--- src/rtl/time_set_ctrl_if.sv ---
// Signal bundle for the time-of-day set controller: count/button inputs
// and the displayed time, mode and blanking outputs.
interface time_set_ctrl_if;
    logic       tick;
    logic       btn_mode;
    logic       btn_inc;
    logic [4:0] hour;
    logic [5:0] min;
    logic [5:0] sec;
    logic [1:0] mode;
    logic       blank_h;
    logic       blank_m;
    logic       wrap;

    modport master (
        output tick, btn_mode, btn_inc,
        input  hour, min, sec, mode, blank_h, blank_m, wrap
    );

    modport slave (
        input  tick, btn_mode, btn_inc,
        output hour, min, sec, mode, blank_h, blank_m, wrap
    );
endinterface

--- src/rtl/time_set_ctrl.sv ---
// Clock time keeper with a three-state RUN / SET_H / SET_M setting FSM,
// button edge detection, digit blink control and a day-rollover pulse.
module time_set_ctrl #(
    parameter int unsigned HOUR_MAX = 23,
    parameter int unsigned MIN_MAX  = 59
) (
    input  logic                ck,
    input  logic                rs,
    time_set_ctrl_if.slave      bus
);

    typedef enum logic [1:0] {
        RUN   = 2'b00,
        SET_H = 2'b01,
        SET_M = 2'b10
    } mode_t;

    localparam logic [4:0] H_LAST = 5'(HOUR_MAX);
    localparam logic [5:0] M_LAST = 6'(MIN_MAX);

    mode_t      state;
    logic [4:0] hour_r;
    logic [5:0] min_r;
    logic [5:0] sec_r;
    logic       blink;
    logic       wrap_r;
    logic       btn_mode_q;
    logic       btn_inc_q;
    logic       armed;
    logic       mode_press;
    logic       inc_press;

    // armed stays low for the first edge after reset so a held button only
    // loads its level into btn_*_q instead of producing a press.
    assign mode_press = bus.btn_mode & ~btn_mode_q & armed;
    assign inc_press  = bus.btn_inc  & ~btn_inc_q  & armed;

    always_ff @(negedge ck or negedge rs) begin
        if (!rs) begin
            state      <= RUN;
            hour_r     <= 5'd0;
            min_r      <= 6'd0;
            sec_r      <= 6'd0;
            blink      <= 1'b1;
            wrap_r     <= 1'b0;
            btn_mode_q <= 1'b0;
            btn_inc_q  <= 1'b0;
            armed      <= 1'b0;
        end else begin
            btn_mode_q <= bus.btn_mode;
            btn_inc_q  <= bus.btn_inc;
            armed      <= 1'b1;
            wrap_r     <= 1'b0;
            case (state)
                RUN: begin
                    blink <= 1'b1;
                    if (bus.tick) begin
                        if (sec_r == M_LAST) begin
                            sec_r <= 6'd0;
                            if (min_r == M_LAST) begin
                                min_r <= 6'd0;
                                if (hour_r == H_LAST) begin
                                    hour_r <= 5'd0;
                                    wrap_r <= 1'b1;
                                end else begin
                                    hour_r <= hour_r + 5'd1;
                                end
                            end else begin
                                min_r <= min_r + 6'd1;
                            end
                        end else begin
                            sec_r <= sec_r + 6'd1;
                        end
                    end
                    if (mode_press) state <= SET_H;
                end
                SET_H: begin
                    if (bus.tick) blink <= ~blink;
                    if (mode_press) begin
                        state <= SET_M;
                    end else if (inc_press) begin
                        hour_r <= (hour_r == H_LAST) ? 5'd0 : hour_r + 5'd1;
                    end
                end
                SET_M: begin
                    if (bus.tick) blink <= ~blink;
                    // Leaving SET_M restarts the minute cleanly at :00.
                    if (mode_press) begin
                        state <= RUN;
                        sec_r <= 6'd0;
                        blink <= 1'b1;
                    end else if (inc_press) begin
                        min_r <= (min_r == M_LAST) ? 6'd0 : min_r + 6'd1;
                    end
                end
                default: begin
                    state <= RUN;
                    blink <= 1'b1;
                end
            endcase
        end
    end

    assign bus.hour    = hour_r;
    assign bus.min     = min_r;
    assign bus.sec     = sec_r;
    assign bus.mode    = state;
    assign bus.wrap    = wrap_r;
    assign bus.blank_h = (state == SET_H) & ~blink;
    assign bus.blank_m = (state == SET_M) & ~blink;

endmodule

--- src/flat_wrapper.sv ---
// flat-port wrapper written by rule: the top's interface ports become plain ports
module time_set_ctrl_flat 
#(
    parameter int unsigned HOUR_MAX = 23,
    parameter int unsigned MIN_MAX  = 59
)
  (ck, rs, bus_tick, bus_btn_mode, bus_btn_inc, bus_hour, bus_min, bus_sec, bus_mode, bus_blank_h, bus_blank_m, bus_wrap);
  time_set_ctrl_if bus_i ();
  input  logic ck;
  input  logic rs;
  input wire logic [$bits(bus_i.tick)-1:0] bus_tick;
  input wire logic [$bits(bus_i.btn_mode)-1:0] bus_btn_mode;
  input wire logic [$bits(bus_i.btn_inc)-1:0] bus_btn_inc;
  output wire logic [$bits(bus_i.hour)-1:0] bus_hour;
  output wire logic [$bits(bus_i.min)-1:0] bus_min;
  output wire logic [$bits(bus_i.sec)-1:0] bus_sec;
  output wire logic [$bits(bus_i.mode)-1:0] bus_mode;
  output wire logic [$bits(bus_i.blank_h)-1:0] bus_blank_h;
  output wire logic [$bits(bus_i.blank_m)-1:0] bus_blank_m;
  output wire logic [$bits(bus_i.wrap)-1:0] bus_wrap;
  assign bus_i.tick = bus_tick;
  assign bus_i.btn_mode = bus_btn_mode;
  assign bus_i.btn_inc = bus_btn_inc;
  assign bus_hour = bus_i.hour;
  assign bus_min = bus_i.min;
  assign bus_sec = bus_i.sec;
  assign bus_mode = bus_i.mode;
  assign bus_blank_h = bus_i.blank_h;
  assign bus_blank_m = bus_i.blank_m;
  assign bus_wrap = bus_i.wrap;
  time_set_ctrl #(.HOUR_MAX(HOUR_MAX), .MIN_MAX(MIN_MAX)) u_core (.ck(ck), .rs(rs), .bus(bus_i));
endmodule
--- config.mk ---
export PLATFORM = sky130hd
export DESIGN_NAME = time_set_ctrl_flat
export DESIGN_NICKNAME = d
export VERILOG_FILES = /design/src/rtl/time_set_ctrl_if.sv /design/src/rtl/time_set_ctrl.sv /design/src/flat_wrapper.sv
export SDC_FILE = /design/constraint.sdc
export NUM_CORES = 1
export LEC_CHECK = 0
export ABC_AREA = 1
export BUFFER_PORTS_ARGS = -buffer_cell sky130_fd_sc_hd__buf_2
export CORE_MARGIN = 1.5
export CORE_UTILIZATION = 30
export DETAILED_ROUTE_END_ITERATION = 12
export PLACE_DENSITY = 0.45
export SYNTH_ARGS = -nofsm -noshare
export SYNTH_HDL_FRONTEND = slang
export SYNTH_SLANG_ARGS = --single-unit
--- constraint.sdc ---
create_clock -name ck -period 2.9 [get_ports ck]
set_input_delay 0.29 -clock ck [delete_from_list [all_inputs] [get_ports ck]]
set_output_delay 0.29 -clock ck [all_outputs]
set_load 0.05 [all_outputs]
==> metrics.csv <==
metric,value,unit
routing usage on met3,0.0292,
clk root buf,clkbuf_8,
clock latency on the worst-skew pair,0.32,ns
hpwl dp,2410,µm
Final Max Tran Viols,0,
"most common cell after layout, fill and taps aside",nand2_1,
final setup margin,-0.0715,ns
LEAKAGE,0.957,nW
endpoints failing setup,2,
WL final,3200,µm
met2 usage in global routing,0.228,
CP max-delay cell,dfrtn_1,
synthesized flop and latch total,24,
FF-to-FF Start,u_core.bus.mode[0],
Crit path buffers/inverters,3,
met1 GRT Util,0.171,
violated checks,setup timing,
most frequent cells in the layout,"nand2_1 (65), buf_2 (24), dfrtn_1 (23)",
Clock Tree Buf Depth,2,
cell count along the critical path,5,
Yosys cell types,29,
RSZ-0062 raised after global routing,true,
"EDFF count, synth",0,
footprint of the multi-input gates,782,µm²
post-synth top area share,0.399,
Nets,243,
# port buffers,26,
hold-fix buffers at CTS,0,
final core utilization,0.388,
vias per cell,4.48,
status,finished with violations,
setup TNS,-0.134,ns
Finished Cell Area,1810,µm²
Critical Path Start Type,flip-flop,
Area Growth Syn to Fin,25.5,%
largest net degree at the start of global routing,21,
crit end category,output pin,
worst-path cell chain,inv_2 > ha_4 > inv_4 > nor2_4 > buf_6,
Die Y,72.3,µm
HP Class,reg -> reg,
R2R Setup Slk,1.07,ns
global route overflow,0,
Die Wd,72.3,µm
DIE AREA,5230,µm²
Critical Path Start,u_core.bus.mode[1],
largest area contributor in the netlist,dfrtn_1,
power per cell area,1090,nW/µm²
# DRC,0,
ant diodes,0,
critical path data arrival time,2.68,ns
vias in the first global route,1205,
routed via count,1278,
Critical Path RT,2.61,ns
Sink Count,24,
clock skew,0.0497,ns
final hold viol count,0,
post-synth net total,203,
Max VDD drop,538,µV
Most used DFF post-synth,dfrtn_1,
post-synthesis cell count,192,
initial antenna violation count,0,
synth top area cells,"dfrtn_1 (40%), nand2_1 (17%), nand3_1 (6.3%), ha_1 (5.2%), inv_1 (5.2%)",
CP top delay family,flip-flops,
gr usage total,0.133,
crit-path max FO,3,
CP max stage delay,0.47,ns
Fill cells,504,
Post-DP Area,1720,µm²
sequential cell area fraction in the yosys report,0.418,
wire per inst,11.2,µm
FP Rows,25,
capture point of the worst path,bus_blank_h,
Ports,27,
Worst Reg-to-Reg Cells,9,
Initial DRC Count,44,
CTS tree,done,
Num CTS Buffers,3,
Core ar.,4660,µm²
gpl congestion,0.809,
register area,602,µm²
remaining antenna violation count after routing,0,
Setup CP Type,reg -> out,
Syn. warnings,0,
most used routing layer,met2,
# H-tree levels,1,
ys async rst share,1.00,
first-pass GRT wire length,5520,µm
fraction of layout cells with a size suffix above 1,0.268,
Mapped Area,1440,µm²
Starting Density,0.309,
Max Cap Violations,0,
DR pass1 iterations,4,
syn avg cell area,7.51,µm²
worst r2r dst,u_core.bus.min[3],
"Clk pin slew, worst setup/hold paths",0.06,ns
==> cell type report <==
class	count	share of cell area
inverter	25	0.0546
multi-input combinational	142	0.432
sequential	24	0.333
tap	54	0.0373
timing repair buffer	35	0.116
clock inverter	1	0.00207
clock buffer	4	0.0249
==> repair_timing <==
action / CTS / global route
endpoints found under the hold margin: 0 / 0
setup buffers: 3 / 1
cloned: 0 / 0
resized for setup: 7 / 0
setup endpoints to repair: 2 / 2
pin swaps: 0 / 1
==> flip-flops by register name, indices dropped and copies added (netlist names) <==
| register | flops |
|---|---|
| u_core.bus.min | 6 |
| u_core.bus.sec | 6 |
| u_core.blink | 1 |
| u_core.bus.wrap | 1 |
| u_core.bus.mode | 2 |
| u_core.armed | 1 |
| u_core.bus.hour | 5 |
| u_core.btn_mode_q | 1 |
| u_core.btn_inc_q | 1 |
==> Yosys cell counts (2+ instances only) <==
cell       n
a21oi_1    3
dfrtn_1   23
nor2_4     3
nand2_2    2
inv_2      4
xor2_1     3
o21ai_0    3
nand4_1    4
clkinv_1   2
nand2_1   65
nor2_1    20
inv_1     20
ha_1       6
nand3_1   18
nor2_2     2
==> worst register-to-register path, stage by stage, from the launching register on <==
cell,delay (ns)
dfrtn_1,0.47
inv_2,0.07
buf_4,0.14
ha_1,0.30
o21ai_4,0.29
nand2_1,0.08
inv_1,0.06
nand3_2,0.13
nand2_1,0.09
nand2_1,0.05
==> metal layers <==
metal  vias up  share of wire
met1       576           0.49
met3         2          0.025
met5         -              0
met4         0         0.0063
li1        684              -
met2        16           0.48
==> cells by family (layout without fill, tap and decap cells) <==
| group | after synthesis | in the layout | synth area share |
|---|---|---|---|
| buffers and inverters | 26 | 65 | 0.0677 |
| AO/OA/AOI/OAI | 13 | 13 | 0.0634 |
| XOR/XNOR | 4 | 4 | 0.0243 |
| flip-flops | 24 | 24 | 0.418 |
| adder cells (fa/ha/maj) | 6 | 6 | 0.0521 |
| other | 1 | 1 | 0.00260 |
| AND/OR/NAND/NOR | 118 | 118 | 0.372 |
==> worst min path at each step <==
stage                                  start            endpoint  cells after the start
after floorplan            u_core.btn_mode_q  u_core.bus.mode[1]                      3
after CTS                 u_core.bus.hour[4]  u_core.bus.hour[4]                      2
after global routing      u_core.bus.hour[4]  u_core.bus.hour[4]                      2
after global placement    u_core.bus.hour[4]  u_core.bus.hour[4]                      2
final                     u_core.bus.hour[4]  u_core.bus.hour[4]                      2
after detailed placement  u_core.bus.hour[4]  u_core.bus.hour[4]                      2
==> stage by stage <==
step / hold slack (ns) / power (mW) / instances / setup WS (ns)
6_report: 0.453 / 1.98 / 285 / -0.0715
5_1_grt: 0.491 / 2.15 / 285 / -0.133
4_1_cts: 0.450 / 2.00 / 284 / -0.0799
3_5_place_dp: 0.449 / 1.74 / 277 / 0.0881
3_3_place_gp: 0.452 / 1.75 / 277 / 0.0983
2_1_floorplan: 0.466 / 1.47 / 192 / -0.155
==> where the power goes <==
part,switching (mW),internal (mW),total (mW),leakage [nW]
clock,0.106,0.0998,0.206,0.0281
sequential,0.122,0.451,0.572,0.305
combinational,0.832,0.369,1.20,0.624
total,1.06,0.919,1.98,0.957
Note: power is estimated with default switching activity, not from simulation.
